**config.mk**
```make
export PLATFORM = sky130hd
export DESIGN_NAME = sec_ded_decoder
export DESIGN_NICKNAME = d
export VERILOG_FILES = /design/src/rtl/sec_ded_decoder.sv
export SDC_FILE = /design/constraint.sdc
export NUM_CORES = 1
export LEC_CHECK = 0
export ABC_AREA = 1
export ABC_CLOCK_PERIOD_IN_PS = 3400
export BUFFER_PORTS_ARGS = -buffer_cell sky130_fd_sc_hd__clkbuf_2
export CORE_ASPECT_RATIO = 0.6
export CORE_UTILIZATION = 46
export CTS_CLUSTER_DIAMETER = 120
export DETAILED_ROUTE_END_ITERATION = 8
export PLACE_DENSITY_LB_ADDON = 0.12
export REMOVE_ABC_BUFFERS = 1
export SYNTH_ARGS = -nofsm -noshare
export SYNTH_HDL_FRONTEND = slang
export SYNTH_SLANG_ARGS = --single-unit
```
**constraint.sdc**
```tcl
create_clock -name CLK -period 3.4 [get_ports CLK]
set_input_delay 0.17 -clock CLK [delete_from_list [all_inputs] [get_ports CLK]]
set_output_delay 0.17 -clock CLK [all_outputs]
set_load 0.02 [all_outputs]
```
**src/rtl/sec_ded_decoder.sv**
```systemverilog
`timescale 1ns/1ps
// SEC-DED read-side checker/corrector for 8 data + 5 check bits (Hamming(12,8) + overall parity).
// Latency: 2 cycles (syndrome stage, classify/correct stage), 1 word/cycle when outReady is held high.
// Backpressure: each stage holds its word while downstream stalls; inReady drops once both stages are full.
module sec_ded_decoder #(
    parameter int CNT_W = 8
) (
    input  logic             CLK,
    input  logic             RSTb,
    input  logic [7:0]       dataIn,
    input  logic [4:0]       checkIn,
    input  logic             inValid,
    output logic             inReady,
    output logic [7:0]       dataOut,
    output logic [3:0]       syndromeOut,
    output logic             secOut,
    output logic             dedOut,
`ifdef SEC_DED_ERR_CNT_EN
    input  logic             clrCnt,
    output logic [CNT_W-1:0] secCnt,
    output logic [CNT_W-1:0] dedCnt,
`endif
    output logic             outValid,
    input  logic             outReady
);

    logic       s1_vld;
    logic [7:0] s1_dat;
    logic [3:0] s1_syn;
    logic       s1_op;
    logic       s2_adv;
    logic [3:0] p_calc;
    logic [7:0] flip_mask;
    logic [7:0] dat_nxt;
    logic       sec_nxt;
    logic       ded_nxt;

    assign s2_adv  = !outValid || outReady;
    assign inReady = !s1_vld || s2_adv;

    // checkIn[3:0] holds {p8,p4,p2,p1}; data bit dN sits at code positions 3,5,6,7,9,10,11,12.
    always_comb begin
        p_calc[0] = dataIn[0] ^ dataIn[1] ^ dataIn[3] ^ dataIn[4] ^ dataIn[6];
        p_calc[1] = dataIn[0] ^ dataIn[2] ^ dataIn[3] ^ dataIn[5] ^ dataIn[6];
        p_calc[2] = dataIn[1] ^ dataIn[2] ^ dataIn[3] ^ dataIn[7];
        p_calc[3] = dataIn[4] ^ dataIn[5] ^ dataIn[6] ^ dataIn[7];
    end

    always_ff @(posedge CLK) begin
        if (!RSTb) begin
            s1_vld <= 1'b0;
            s1_dat <= '0;
            s1_syn <= '0;
            s1_op  <= 1'b0;
        end else if (inReady) begin
            s1_vld <= inValid;
            if (inValid) begin
                s1_dat <= dataIn;
                s1_syn <= p_calc ^ checkIn[3:0];
                s1_op  <= ^{dataIn, checkIn};
            end
        end
    end

    // Syndromes naming a check-bit position (1,2,4,8) leave the mask empty: nothing to fix in data.
    always_comb begin
        flip_mask = 8'h00;
        case (s1_syn)
            4'd3:    flip_mask = 8'h01;
            4'd5:    flip_mask = 8'h02;
            4'd6:    flip_mask = 8'h04;
            4'd7:    flip_mask = 8'h08;
            4'd9:    flip_mask = 8'h10;
            4'd10:   flip_mask = 8'h20;
            4'd11:   flip_mask = 8'h40;
            4'd12:   flip_mask = 8'h80;
            default: flip_mask = 8'h00;
        endcase
    end

    always_comb begin
        dat_nxt = s1_dat;
        sec_nxt = 1'b0;
        ded_nxt = 1'b0;
        if (s1_syn == 4'd0) begin
            sec_nxt = s1_op;
        end else if (s1_op && (s1_syn <= 4'd12)) begin
            sec_nxt = 1'b1;
            dat_nxt = s1_dat ^ flip_mask;
        end else begin
            ded_nxt = 1'b1;
        end
    end

    always_ff @(posedge CLK) begin
        if (!RSTb) begin
            outValid    <= 1'b0;
            dataOut     <= '0;
            syndromeOut <= '0;
            secOut      <= 1'b0;
            dedOut      <= 1'b0;
        end else if (s2_adv) begin
            outValid <= s1_vld;
            if (s1_vld) begin
                dataOut     <= dat_nxt;
                syndromeOut <= s1_syn;
                secOut      <= sec_nxt;
                dedOut      <= ded_nxt;
            end
        end
    end

`ifdef SEC_DED_ERR_CNT_EN
    localparam logic [CNT_W-1:0] CNT_MAX = '1;

    logic out_hs;
    assign out_hs = outValid && outReady;

    // Clear has priority over an increment landing in the same cycle.
    always_ff @(posedge CLK) begin
        if (!RSTb || clrCnt) begin
            secCnt <= '0;
            dedCnt <= '0;
        end else begin
            if (out_hs && secOut && (secCnt != CNT_MAX))
                secCnt <= secCnt + CNT_W'(1);
            if (out_hs && dedOut && (dedCnt != CNT_MAX))
                dedCnt <= dedCnt + CNT_W'(1);
        end
    end
`endif

endmodule

```
; After elaboration in Yosys (flattened, before gate mapping)
; Memory sizes are Yosys's and may differ from the RTL's. A register that Yosys moved wholly into a read port is not among the register bits.
; Index checks and enable logic that the tools add are counted.
[word_totals]
rom_bits = 128
reg_bits = 29
memories = 1
[mem_list]
columns = name, words, width, rd, rd_clocked_by_memory_dff, wr, line
row1 = (no name shown), 16, 8, 1, 1, 0, 68  ; case (s1_syn)
[op_classes]
order_cmp = 1
bitwise = 16
reduce_logical = 9
muxes = 8
[ops]
columns = operator, n
row1 = 8-bit two-way mux, 2
row2 = 1-bit bitwise XOR, 14
row3 = 13-bit XOR reduction, 1
row4 = 4-bit two-way mux, 2
row5 = 8-bit bitwise XOR, 1
row6 = "4-bit <= comparator, second input constant", 1
row7 = 4-bit logical NOT, 1
row8 = 1-bit two-way mux, 4
row9 = 2-bit AND reduction, 2
row10 = 4-bit bitwise XOR, 1
row11 = 1-bit logical NOT, 2
row12 = 1-bit logical OR, 2
row13 = 1-bit logical AND, 1

; Logic depth before layout (Yosys ltp)
; Gate-level depths: netlist (run 1).
[logic_depth]
word_depth = 7
ltp_mapped = 12

; Worst setup path before layout (run 1)
; OpenSTA, ideal clock, no wires.
[synth_path]
path_type = reg2reg
from = register outValid
to = register s1_op
path_buffers = 2
t_arrival_ns = 1.320
path_slack_ns = 1.972
path_stages_with_launch = 8
required_ns = 3.291
path_cell_list = dfxtp_1 > nand3_2 > nand2_2 > buf_2 > buf_2 > a21oi_1 > nand2_1 > inv_1
[synth_via]
elab_chain_cells = 4
[synth_lines]
columns = element, line
row1 = "start, declared", 23  ; output logic outValid,
row2 = "start signal, assigned", 103  ; outValid <= s1_vld;
row3 = 1-bit logical NOT, 38  ; assign s2_adv = !outValid || outReady;
row4 = 1-bit logical OR, 38
row5 = 1-bit logical OR, 39  ; assign inReady = !s1_vld || s2_adv;
row6 = via inReady, 13  ; output logic inReady,
row7 = 2-bit AND reduction (no source line), -
row8 = "end signal, assigned", 60  ; s1_op <= ^{dataIn, checkIn};
row9 = "end, declared", 30  ; logic s1_op;
; The timed path passes the listed nets, and every way through them passes these cells.
; A chain may end at the register's enable or synchronous reset.

; Worst setup path after layout (run 1)
[layout_path]
from = register outValid
to = register syndromeOut[1]
[layout_via]
elab_chain_cells = 3
[layout_lines]
columns = element, line
row1 = 1-bit logical NOT, 38
row2 = 1-bit logical OR, 38
row3 = 2-bit AND reduction (no source line), -
row4 = "end signal, assigned", 106  ; syndromeOut <= s1_syn;
row5 = "end, declared", 15  ; output logic [3:0] syndromeOut,
; Every way passes these cells.

==> run summary, run 1 <==
The number of nets in the layout is 355. The unique cell type count in the Yosys netlist came out at 22. The flow ran to the end, and the final reports show no timing, DRC or antenna violations. The initial antenna violation count came out at 0.

The area share of the largest cell type after synthesis came out at 36.9%. The die footprint came out at 0.00464 mm². The total setup buffers inserted after CTS came out at 0.

The synthesized design spends more area on one cell type than any other, namely sky130_fd_sc_hd__dfxtp_1. Headroom to the max-slew limit came out at 55.9%. The clock network accounts for 30.5% of the total power. The number of detailed-route iterations in the first pass is 4. The largest fanout on the critical path is 27. After the flow finishes, the layout carries non-filler instances totaling 398. The number of hold violations in the final report is 0. The floorplan has 18 rows. The final standard cell utilization of the core is 55.2%.

The tightest hold path in the finished design has a slack of 0.182 ns. The yosys synthesis warning count came out at 0. The clock tree root buffer cell is sky130_fd_sc_hd__clkbuf_8. The number of port buffers is 32. The average size of a mapped cell came out at 6.53 µm².

The total of cells resized after clock tree synthesis came out at 0. The first routing iteration left 78 violations. The share of total power in sequential cells came out at 47.3%.

The setup TNS after final layout is 0 ns. Data on the critical path arrives at its endpoint at 1.80 ns. The count of nets left with antenna violations after detail routing came out at 0.

The latest clock arrival within the worst-skew pair is 0.28 ns. The maximum resistive drop on vdd came out at 0.000224 V. The switching part of the total power came out at 31.2%. The path class of the lowest-slack min-delay path is input pin to flip-flop. From bottom edge to top edge, the die measures 53.2 µm. The overall overflow remaining after global route is 0.

The global-route track usage on met2 is 29.7%. The global routing's busiest layer is met1. The global routing met1 resource utilization is 32.0%. In this run, CTS created clock tree buffers numbering 5.

The global-route total usage across every layer came out at 21.7%. The power spent charging and discharging nets came out at 0.000313 W. The maximum achievable frequency came out at 610 MHz. The fraction of final layout cells sized beyond drive strength 1 is 22.5%. The instance count of the mapped netlist came out at 307. Entering global routing, the biggest net connects 28 pins. After detailed routing, the number of vias per cell comes to 4.81. The repair_antennas step left the layout with diodes totalling 0. For this run, global-route usage on met3 was measured as 5.15%. The post-route clock period utilization came out at 48.2%. Leaving out fill and tap cells, the most frequent cells in the layout are sky130_fd_sc_hd__nand2_1 (91), sky130_fd_sc_hd__inv_1 (38), sky130_fd_sc_hd__dfxtp_1 (37). The final layout contains routed wiring with a total length of 4440 µm. The final-report max-slew violation count came out at 0. The area added between synthesis and finish is 14.1%. The total vias in the final route is 1913.

After detailed routing, the average wire length per cell comes to 11.2 µm. The first-pass GRT wire length is 7330 µm. The clock tree synthesis step divided the H-tree into 2 levels. In the post-synthesis netlist, the biggest area contributors are sky130_fd_sc_hd__dfxtp_1 (37%), sky130_fd_sc_hd__nand2_1 (17%), sky130_fd_sc_hd__nand3_1 (8.5%), sky130_fd_sc_hd__inv_1 (7.1%), sky130_fd_sc_hd__a21oi_1 (5.0%). The routed design could run at a clock period as short as 1.64 ns. The portion of total power attributed to combinational logic came out at 22.2%. The most frequent standard cell in the layout excluding fill and tap cells is sky130_fd_sc_hd__nand2_1. The part of the Yosys area used for sequential elements is 36.9%. The wire-length estimate of the detail-placed layout is 3310 µm.

Power comes to 0.00100 W. The longest clock path from root to sink contains 2 buffers. The number of global-route vias before repair came out at 1542. The final weighted congestion in routability-driven placement came out at 0.837. The cell-internal power came out at 0.000692 W. Across the run, the number of max-cap violations was 0. The worst setup path is captured at a flip-flop. In this run the static leakage power is 1.19 nW.

After synthesis the cells add up to 0.00201 mm². The die is 87.2 µm wide. For the pin with the worst max-slew slack, the measured transition is 0.657 ns. The setup-violating endpoint count in the final report came out at 0. For this design the top-level I/O count stands at 33.

The post-route clock skew came out at 0.00450 ns. STA puts the critical path data required time at 3.56 ns. TritonCTS built the clock tree. Setup repair after global routing left no endpoint under its margin.

CTS saw 37 sinks. The worst setup path is of the flip-flop to flip-flop kind. STA classifies the critical path startpoint as a flip-flop. After clock tree synthesis, the clock-pin slew on the worst setup and hold paths is 0.07 ns. The number of placed instances, taps included, is 391. For this configuration, the core starts out at a cell density of 48.4%.

The count of unresolved DRC violations after routing came out at 0. The power density relative to cell area came out at 439 mW/mm². The number of synthesized register bits is 37.

The core footprint came out at 0.00414 mm². The quantity of hold-fixing buffers added after cts is 0.
[Yosys cell counts]
| cell | number |
|---|---|
| sky130_fd_sc_hd__clkinv_1 | 1 |
| sky130_fd_sc_hd__nand3_1 | 34 |
| sky130_fd_sc_hd__buf_2 | 4 |
| sky130_fd_sc_hd__a31oi_4 | 1 |
| sky130_fd_sc_hd__nand4_1 | 8 |
| sky130_fd_sc_hd__inv_1 | 38 |
| sky130_fd_sc_hd__o21ai_0 | 13 |
| sky130_fd_sc_hd__nand4_2 | 1 |
| sky130_fd_sc_hd__inv_2 | 8 |
| sky130_fd_sc_hd__nand2_1 | 91 |
| sky130_fd_sc_hd__buf_4 | 1 |
| sky130_fd_sc_hd__xnor2_1 | 1 |
| sky130_fd_sc_hd__a21oi_2 | 1 |
| sky130_fd_sc_hd__clkbuf_1 | 3 |
| sky130_fd_sc_hd__nor2_1 | 18 |
| sky130_fd_sc_hd__dfxtp_1 | 37 |
| sky130_fd_sc_hd__nand2_2 | 10 |
| sky130_fd_sc_hd__nand3_2 | 4 |
| sky130_fd_sc_hd__inv_4 | 3 |
| sky130_fd_sc_hd__a21oi_1 | 20 |
| sky130_fd_sc_hd__nor2_2 | 6 |
| sky130_fd_sc_hd__nand2_4 | 4 |
[registers in the layout, summed over array words and instances (netlist names)]
| signal | flops |
|---|---|
| dataOut | 8 |
| outValid | 1 |
| s1_syn | 4 |
| s1_dat | 8 |
| secOut | 1 |
| s1_vld | 1 |
| s1_op | 1 |
| flip_mask | 8 |
| dedOut | 1 |
| syndromeOut | 4 |
[routing by layer]
| metal | vias to the layer above | part of all wire [%] |
|---|---|---|
| li1 | 1030 | - |
| met5 | - | 0 |
| met4 | 0 | 0.68 |
| met3 | 2 | 4.4 |
| met2 | 36 | 39 |
| met1 | 845 | 56 |
[critical path: stages, from the launching register on]
cell	delay [ns]
sky130_fd_sc_hd__dfxtp_1	0.36
sky130_fd_sc_hd__nand2_1	0.08
sky130_fd_sc_hd__nand2_1	0.10
sky130_fd_sc_hd__clkinv_1	0.54
sky130_fd_sc_hd__o21ai_0	0.37
sky130_fd_sc_hd__a21oi_1	0.06
[worst paths after layout]
kind,to,slack [ns],start,cells after the start
worst max-delay path,syndromeOut[1],1.76,outValid,5
worst min register to register,dedOut,0.48,dedOut,2
worst max register to register,syndromeOut[1],1.76,outValid,5
worst min-delay path,outValid,0.18,outReady,4
[cell type report]
cell class / instances / area (µm²)
Fill cell: 437 / 1860
Tap cell: 60 / 75.1
Sequential cell: 37 / 741
Multi-Input combinational cell: 212 / 1030
Timing Repair Buffer: 32 / 160
Clock buffer: 7 / 86.3
Inverter: 50 / 195
[power by group through the flow]
stage	registers, W	clock network (W)	logic [W]
2_1_floorplan	0.000499	0	0.000144
3_3_place_gp	0.000485	0	0.000220
3_5_place_dp	0.000485	0	0.000222
4_1_cts	0.000475	0.000317	0.000224
5_1_grt	0.000478	0.000339	0.000253
6_report	0.000475	0.000307	0.000223
[metrics by stage]
| step | worst slack, ns | instance area [µm²] |
|---|---|---|
| detailed placement | 1.74 | 2200 |
| CTS | 1.74 | 2290 |
| global placement | 1.79 | 2200 |
| global route | 1.53 | 2290 |
| finish | 1.76 | 2290 |
| floorplan | 1.80 | 1970 |
[cell families (layout without fill, tap and decap cells)]
group / after synthesis / after routing / share of synthesized area [%]
DFF: 37 / 37 / 36.9
and+or+nand+nor: 176 / 176 / 41.2
AOI/OAI and AO/OA: 35 / 35 / 9.73
xor gates and xnor gates: 1 / 1 / 0.437
buffers and inverters: 58 / 89 / 11.7
(Power assumes the default switching activity.)
==> inputs of run 2 (changes only) <==
Settings changed: ABC_CLOCK_PERIOD_IN_PS 3400 to 1450.
Clock period 3.4 ns to 1.45 ns, I/O delays scaled along.
==> run summary, run 2 (synthesized netlist as in run 1, its figures left out) <==
The number of global-route vias before repair came out at 1667 (+8.1%). The fraction of final layout cells sized beyond drive strength 1 is 24.5% (+2.0 points). The number of antenna repair diodes is 0 (unchanged).

The worst slack on hold paths is 0.0826 ns (-0.0991 ns). The power density relative to cell area came out at 1080 mW/mm² (+150%). The worst path required time is 1.68 ns (-1.88 ns). The number of nets in the layout came out at 363 (+2.3%).

The area added between synthesis and finish is 19.2%. The transition time at the pin with the least slew margin came out at 0.263 ns (-0.395 ns). The worst max-slew margin expressed relative to the limit is 82.4% (+26 points). The total of cells resized after clock tree synthesis was 0 (unchanged).

The CTS sink count is 37 (unchanged). The clock share of power was 35.3% (+4.8 points). The count of standard-cell rows is 18 (unchanged). The portion of total power attributed to combinational logic is 21.5% (-0.7 points). The CTS clock-pin slew for the worst setup and hold paths is 0.07 ns (about the same).

The count of nets left with antenna violations after detail routing came out at 0 (unchanged). The number of top-level pins is 33 (unchanged). The CTS tree is built.

The endpoint of the worst register-to-register path is flip_mask[5]. The most frequent standard cell in the layout excluding fill and tap cells is sky130_fd_sc_hd__nand2_1. The power spent charging and discharging nets is 0.000747 W (+140%). The TritonCTS buffer count came to 5 (unchanged).

The largest fanout on the critical path came to 9 (-67%). The worst setup margin is 0.162 ns (-1.60 ns). The worst slack after detailed placement is 0.169 ns (-1.57 ns).

The ratio of routed vias to standard cells is 4.68 (-2.6%). The count of unresolved DRC violations after routing came out at 0 (unchanged). The share of total power in sequential cells was 43.2% (-4.1 points).

The min-delay analysis places its worst path in the category input pin to flip-flop. The worst setup path is launched from a flip-flop. The critical path arrival is 1.52 ns (-0.28 ns). The total vias in the final route came out at 1906 (-0.37%). In the layout the commonest cells are sky130_fd_sc_hd__nand2_1 (91), sky130_fd_sc_hd__inv_1 (38), sky130_fd_sc_hd__dfxtp_1 (37).

The total detailed-routing wirelength came to 4430 µm (-0.27%). The number of detailed-route iterations in the first pass is 4 (unchanged). The buffer levels on the longest clock path came to 2 (unchanged).

The maximum number of pins on one net before global-route repair came out at 28 (unchanged). The setup slack on the worst flop-to-flop path is 0.16 ns (-1.60 ns). The maximum resistive drop on vdd came out at 0.000575 V (+160%). The worst setup path is captured at a flip-flop.

The die footprint came out at 0.00464 mm² (unchanged). The maximum achievable frequency is 777 MHz (+27%). The first-pass GRT wire length came to 7690 µm (+4.9%).

In this run the critical register-to-register path is launched from outValid. The final weighted congestion in routability-driven placement came out at 0.833 (-0.48%). The initial antenna violation count came out at 0 (unchanged).

The violation count after the first detailed-route iteration is 117 (+50%). The most critical setup path has its startpoint at outValid. The critical path ends at flip_mask[5].

The width of the chip was 87.2 µm (unchanged). The number of port buffers came to 32 (unchanged). The sum of internal, switching and leakage power came out at 0.00258 W (+160%). The level count of the clock H-tree is 2 (unchanged).

The count of max-cap constraint violations was 0 (unchanged). The global-route total usage across every layer is 22.4% (+0.77 points). The vertical die dimension came out at 53.2 µm (unchanged). The final critical path time including I/O delays and setup was 1.29 ns (-0.352 ns). The final instance count without filler cells is 407 (+2.3%). The half-perimeter wire length after detailed placement is 3450 µm (+4.2%). The core footprint came to 0.00414 mm² (unchanged).

The latest clock arrival within the worst-skew pair is 0.29 ns (about the same). The tree is rooted in a sky130_fd_sc_hd__clkbuf_8. The average wire per cell in the routed design is 10.9 µm (-2.5%). The final-report max-slew violation count is 0 (unchanged). Setup repair after global routing left no endpoint under its margin. The depth of the most critical reg-to-reg path is 8 (+3). The flow ran to the end, and the final reports show no timing, DRC or antenna violations. The number of hold violations in the final report was 0 (unchanged).

The initial cell density of the core came out at 48.4% (unchanged). The quantity of hold-fixing buffers added after cts is 0 (unchanged). The number of placed instances, taps included came out at 399 (+2.0%).

The switching part of the total power is 29.0% (-2.2 points). The post-route clock period utilization came out at 88.8% (+41 points). The cell-internal power is 0.00183 W (+160%). The critical path is of the flip-flop to flip-flop type. The static leakage power was 1.25 nW (+4.8%). The total setup buffers inserted after CTS came to 0 (unchanged). The post-route clock skew is 0.00621 ns (+0.00171 ns). The setup TNS after final layout came out at 0 ns (unchanged). The overall overflow remaining after global route is 0 (unchanged). The setup-violating endpoint count in the final report came out at 0 (unchanged).
run 2: cell types whose count changed in the layout (fill, tap and decap cells not counted):
cell	before	now
sky130_fd_sc_hd__buf_4	0	7
sky130_fd_sc_hd__bufinv_16	0	1
sky130_fd_sc_hd__buf_12	0	1
run 2: metal layers:
metal / GRT usage (%) / vias up / wire length, µm
met5: 0 / - / 0
met4: 7.38 / 0 / 44
met3: 5.15 / 4 / 236
met2: 32.3 / 43 / 1740
met1: 32.6 / 819 / 2400
li1: - / 1040 / -
run 2: critical path, cell delays in order, from the launching register on:
cell and delay, ns:
sky130_fd_sc_hd__dfxtp_1 0.36, sky130_fd_sc_hd__nand3_2 0.11, sky130_fd_sc_hd__nand2_2 0.15, sky130_fd_sc_hd__inv_1 0.13, sky130_fd_sc_hd__nand3_1 0.12, sky130_fd_sc_hd__nand2_2 0.09, sky130_fd_sc_hd__inv_2 0.08, sky130_fd_sc_hd__nand2_2 0.07
sky130_fd_sc_hd__nor2_1 0.10
run 2: cell type report:
cell class	count	area [µm²]
clock inverters	1	30.0
well taps	60	75.1
inverters	50	195
fillers	413	1750
repair buffers	40	233
flip-flops and latches	37	741
clock buffers	7	86.3
multi-input cells	212	1030
run 2: power groups by stage:
stage                     Clock (W)  Sequential (W)  Combinational, W
after global routing       0.000980         0.00112          0.000633
after floorplan                   0         0.00117          0.000338
after CTS                  0.000938         0.00111          0.000555
after global placement            0         0.00114          0.000549
final                      0.000911         0.00111          0.000554
after detailed placement          0         0.00114          0.000553
run 2: stage by stage:
step | cell area (µm²) | util (%)
global placement | 2270 | 54.9
detailed placement | 2270 | 54.9
CTS | 2390 | 57.7
floorplan | 1970 | -
global route | 2390 | 57.7
finish | 2390 | 57.7
run 2: worst min-delay path by stage:
stage | startpoint | to | cells after the start
after floorplan | RSTb | s1_dat[0] | 2
after CTS | outReady | outValid | 4
after detailed placement | outReady | outValid | 4
after global routing | outReady | outValid | 4
final | outReady | outValid | 4
after global placement | outReady | outValid | 4
==> inputs of run 3 (changes only) <==
Settings changed: CTS_BUF_LIST from default to sky130_fd_sc_hd__clkbuf_8.
==> run summary, run 3 (synthesized netlist as in run 1, its figures left out) <==
The global-route total usage across every layer is 22.4% (unchanged). The number of placed instances, taps included is 399 (unchanged). The number of global-route vias before repair is 1667 (unchanged).

The quantity of hold-fixing buffers added after cts came out at 0 (unchanged). The die footprint came out at 0.00464 mm² (unchanged). The startpoint identified for the worst hold timing path is outReady.

The ratio of routed vias to standard cells is 4.67 (-0.21%). The latest clock arrival within the worst-skew pair was 0.29 ns (about the same). The worst max-slew margin expressed relative to the limit is 82.3% (about the same). The maximum resistive drop on vdd came to 0.000574 V (about the same). The largest fanout on the critical path is 9 (unchanged). The start point of the critical path is outValid. The most frequent standard cell in the layout excluding fill and tap cells is sky130_fd_sc_hd__nand2_1.

The transition time at the pin with the least slew margin came out at 0.263 ns (+0.000425 ns). The CTS clock-pin slew for the worst setup and hold paths came out at 0.07 ns (about the same). The final weighted congestion in routability-driven placement is 0.833 (unchanged). The path class of the lowest-slack min-delay path is input pin to flip-flop. The vertical die dimension came out at 53.2 µm (unchanged). The number of top-level pins is 33 (unchanged).

The power density relative to cell area is 1080 mW/mm² (-0.28%). The critical path is of the flip-flop to flip-flop type. In this run the critical register-to-register path is launched from outValid. The maximum number of pins on one net before global-route repair is 28 (unchanged).

The instance area after placement is 0.00227 mm² (unchanged). The overall overflow remaining after global route is 0 (unchanged). The TritonCTS buffer count was 5 (unchanged). The violation count after the first detailed-route iteration came out at 117 (unchanged). The count of nets left with antenna violations after detail routing came out at 0 (unchanged). The static leakage power was 1.25 nW (+0.33%). The post-route clock skew is 0.00638 ns (+0.000172 ns). The CTS sink count is 37 (unchanged). The count of standard-cell rows is 18 (unchanged). The final-report max-slew violation count is 0 (unchanged). The setup-violating endpoint count in the final report came out at 0 (unchanged). The final instance count without filler cells came out at 407 (unchanged). The category of the worst setup path launch point is a flip-flop. The clock tree root buffer cell is sky130_fd_sc_hd__clkbuf_8. The number of antenna repair diodes came to 0 (unchanged). The initial antenna violation count is 0 (unchanged). The level count of the clock H-tree is 2 (unchanged). The final critical path time including I/O delays and setup was 1.29 ns (-0.000527 ns).

The run finished with clean final reports. In the layout the commonest cells are sky130_fd_sc_hd__nand2_1 (91), sky130_fd_sc_hd__inv_1 (39), sky130_fd_sc_hd__dfxtp_1 (37). The number of detailed-route iterations in the first pass was 4 (unchanged). Setup repair after global routing left no endpoint under its margin. The maximum achievable frequency came to 777 MHz (about the same). The half-perimeter wire length after detailed placement was 3450 µm (unchanged).

The first-pass GRT wire length is 7690 µm (unchanged). The initial cell density of the core is 48.4% (unchanged). The count of max-cap constraint violations came out at 0 (unchanged). The final standard cell utilization of the core is 57.7% (unchanged). The final design instance area without fill came out at 0.00239 mm² (unchanged). The fraction of final layout cells sized beyond drive strength 1 came out at 24.5% (unchanged). The count of unresolved DRC violations after routing came out at 0 (unchanged). The average wire per cell in the routed design is 10.9 µm (about the same). The total vias in the final route is 1902 (-0.21%).

The number of hold violations in the final report came out at 0 (unchanged). The area added between synthesis and finish came to 19.2% (unchanged). The post-route clock period utilization came out at 88.8% (about the same). The sort of element at the end of the critical path is a flip-flop. The core footprint is 0.00414 mm² (unchanged).

The critical path arrival was 1.52 ns (about the same). The total detailed-routing wirelength is 4430 µm (about the same). The total of cells resized after clock tree synthesis is 0 (unchanged). The width of the chip is 87.2 µm (unchanged). TritonCTS built the clock tree.

The worst path required time came out at 1.68 ns (about the same). The number of nets in the layout is 363 (unchanged). The number of port buffers came to 32 (unchanged). The buffer levels on the longest clock path is 2 (unchanged).

The total setup buffers inserted after CTS is 0 (unchanged).
## run 3: cell count changes in the layout (fill, tap and decap cells not counted), sizes merged
cell	delta
inv	+1
clkbuf	-1
## run 3: power breakdown
| group | internal [W] | total [W] | switching [W] |
|---|---|---|---|
| registers | 0.00108 | 0.00111 | 0.0000320 |
| clock network | 0.000553 | 0.000904 | 0.000351 |
| logic | 0.000190 | 0.000554 | 0.000364 |
| total | 0.00183 | 0.00257 | 0.000747 |
## run 3: final timing paths
check | to | slack, ns | depth (start not counted)
hold / removal | outValid | 0.08 | 4
setup / recovery | flip_mask[5] | 0.16 | 8
setup reg to reg | flip_mask[5] | 0.16 | 8
hold reg to reg | dedOut | 0.47 | 2
## run 3: metal layers
| metal | share of wire (%) | up-vias | GRT usage [%] | routed length, µm |
|---|---|---|---|---|
| met5 | 0 | - | 0 | 0 |
| met4 | 0.99 | 0 | 7.38 | 44 |
| met3 | 5.4 | 4 | 5.15 | 240 |
| met2 | 39 | 47 | 32.3 | 1740 |
| met1 | 54 | 811 | 32.6 | 2400 |
| li1 | - | 1040 | - | - |
## run 3: layout make-up
type	count	area, µm²
Inverter	50	195
Timing Repair Buffer	40	233
Sequential cell	37	741
Multi-Input combinational cell	212	1030
Clock buffer	6	82.6
Tap cell	60	75.1
Clock inverter	2	33.8
Fill cell	413	1750
## run 3: per-stage QoR
step / setup slack, ns / hold WS, ns / power, W / TNS, ns
finish: 0.163 / 0.0827 / 0.00257 / 0
global route: 0.0273 / 0.115 / 0.00273 / 0
CTS: 0.152 / 0.0781 / 0.00260 / 0
detailed placement: 0.169 / 0.387 / 0.00169 / 0
global placement: 0.200 / 0.390 / 0.00168 / 0
floorplan: -0.146 / 0.211 / 0.00151 / -1.31
## run 3: worst max-delay path: stages, from the launching register on
cell                      delay, ns
sky130_fd_sc_hd__dfxtp_1       0.36
sky130_fd_sc_hd__nand3_2       0.11
sky130_fd_sc_hd__nand2_2       0.15
sky130_fd_sc_hd__inv_1         0.13
sky130_fd_sc_hd__nand3_1       0.12
sky130_fd_sc_hd__nand2_2       0.09
sky130_fd_sc_hd__inv_2         0.08
sky130_fd_sc_hd__nand2_2       0.07
sky130_fd_sc_hd__nor2_1        0.10
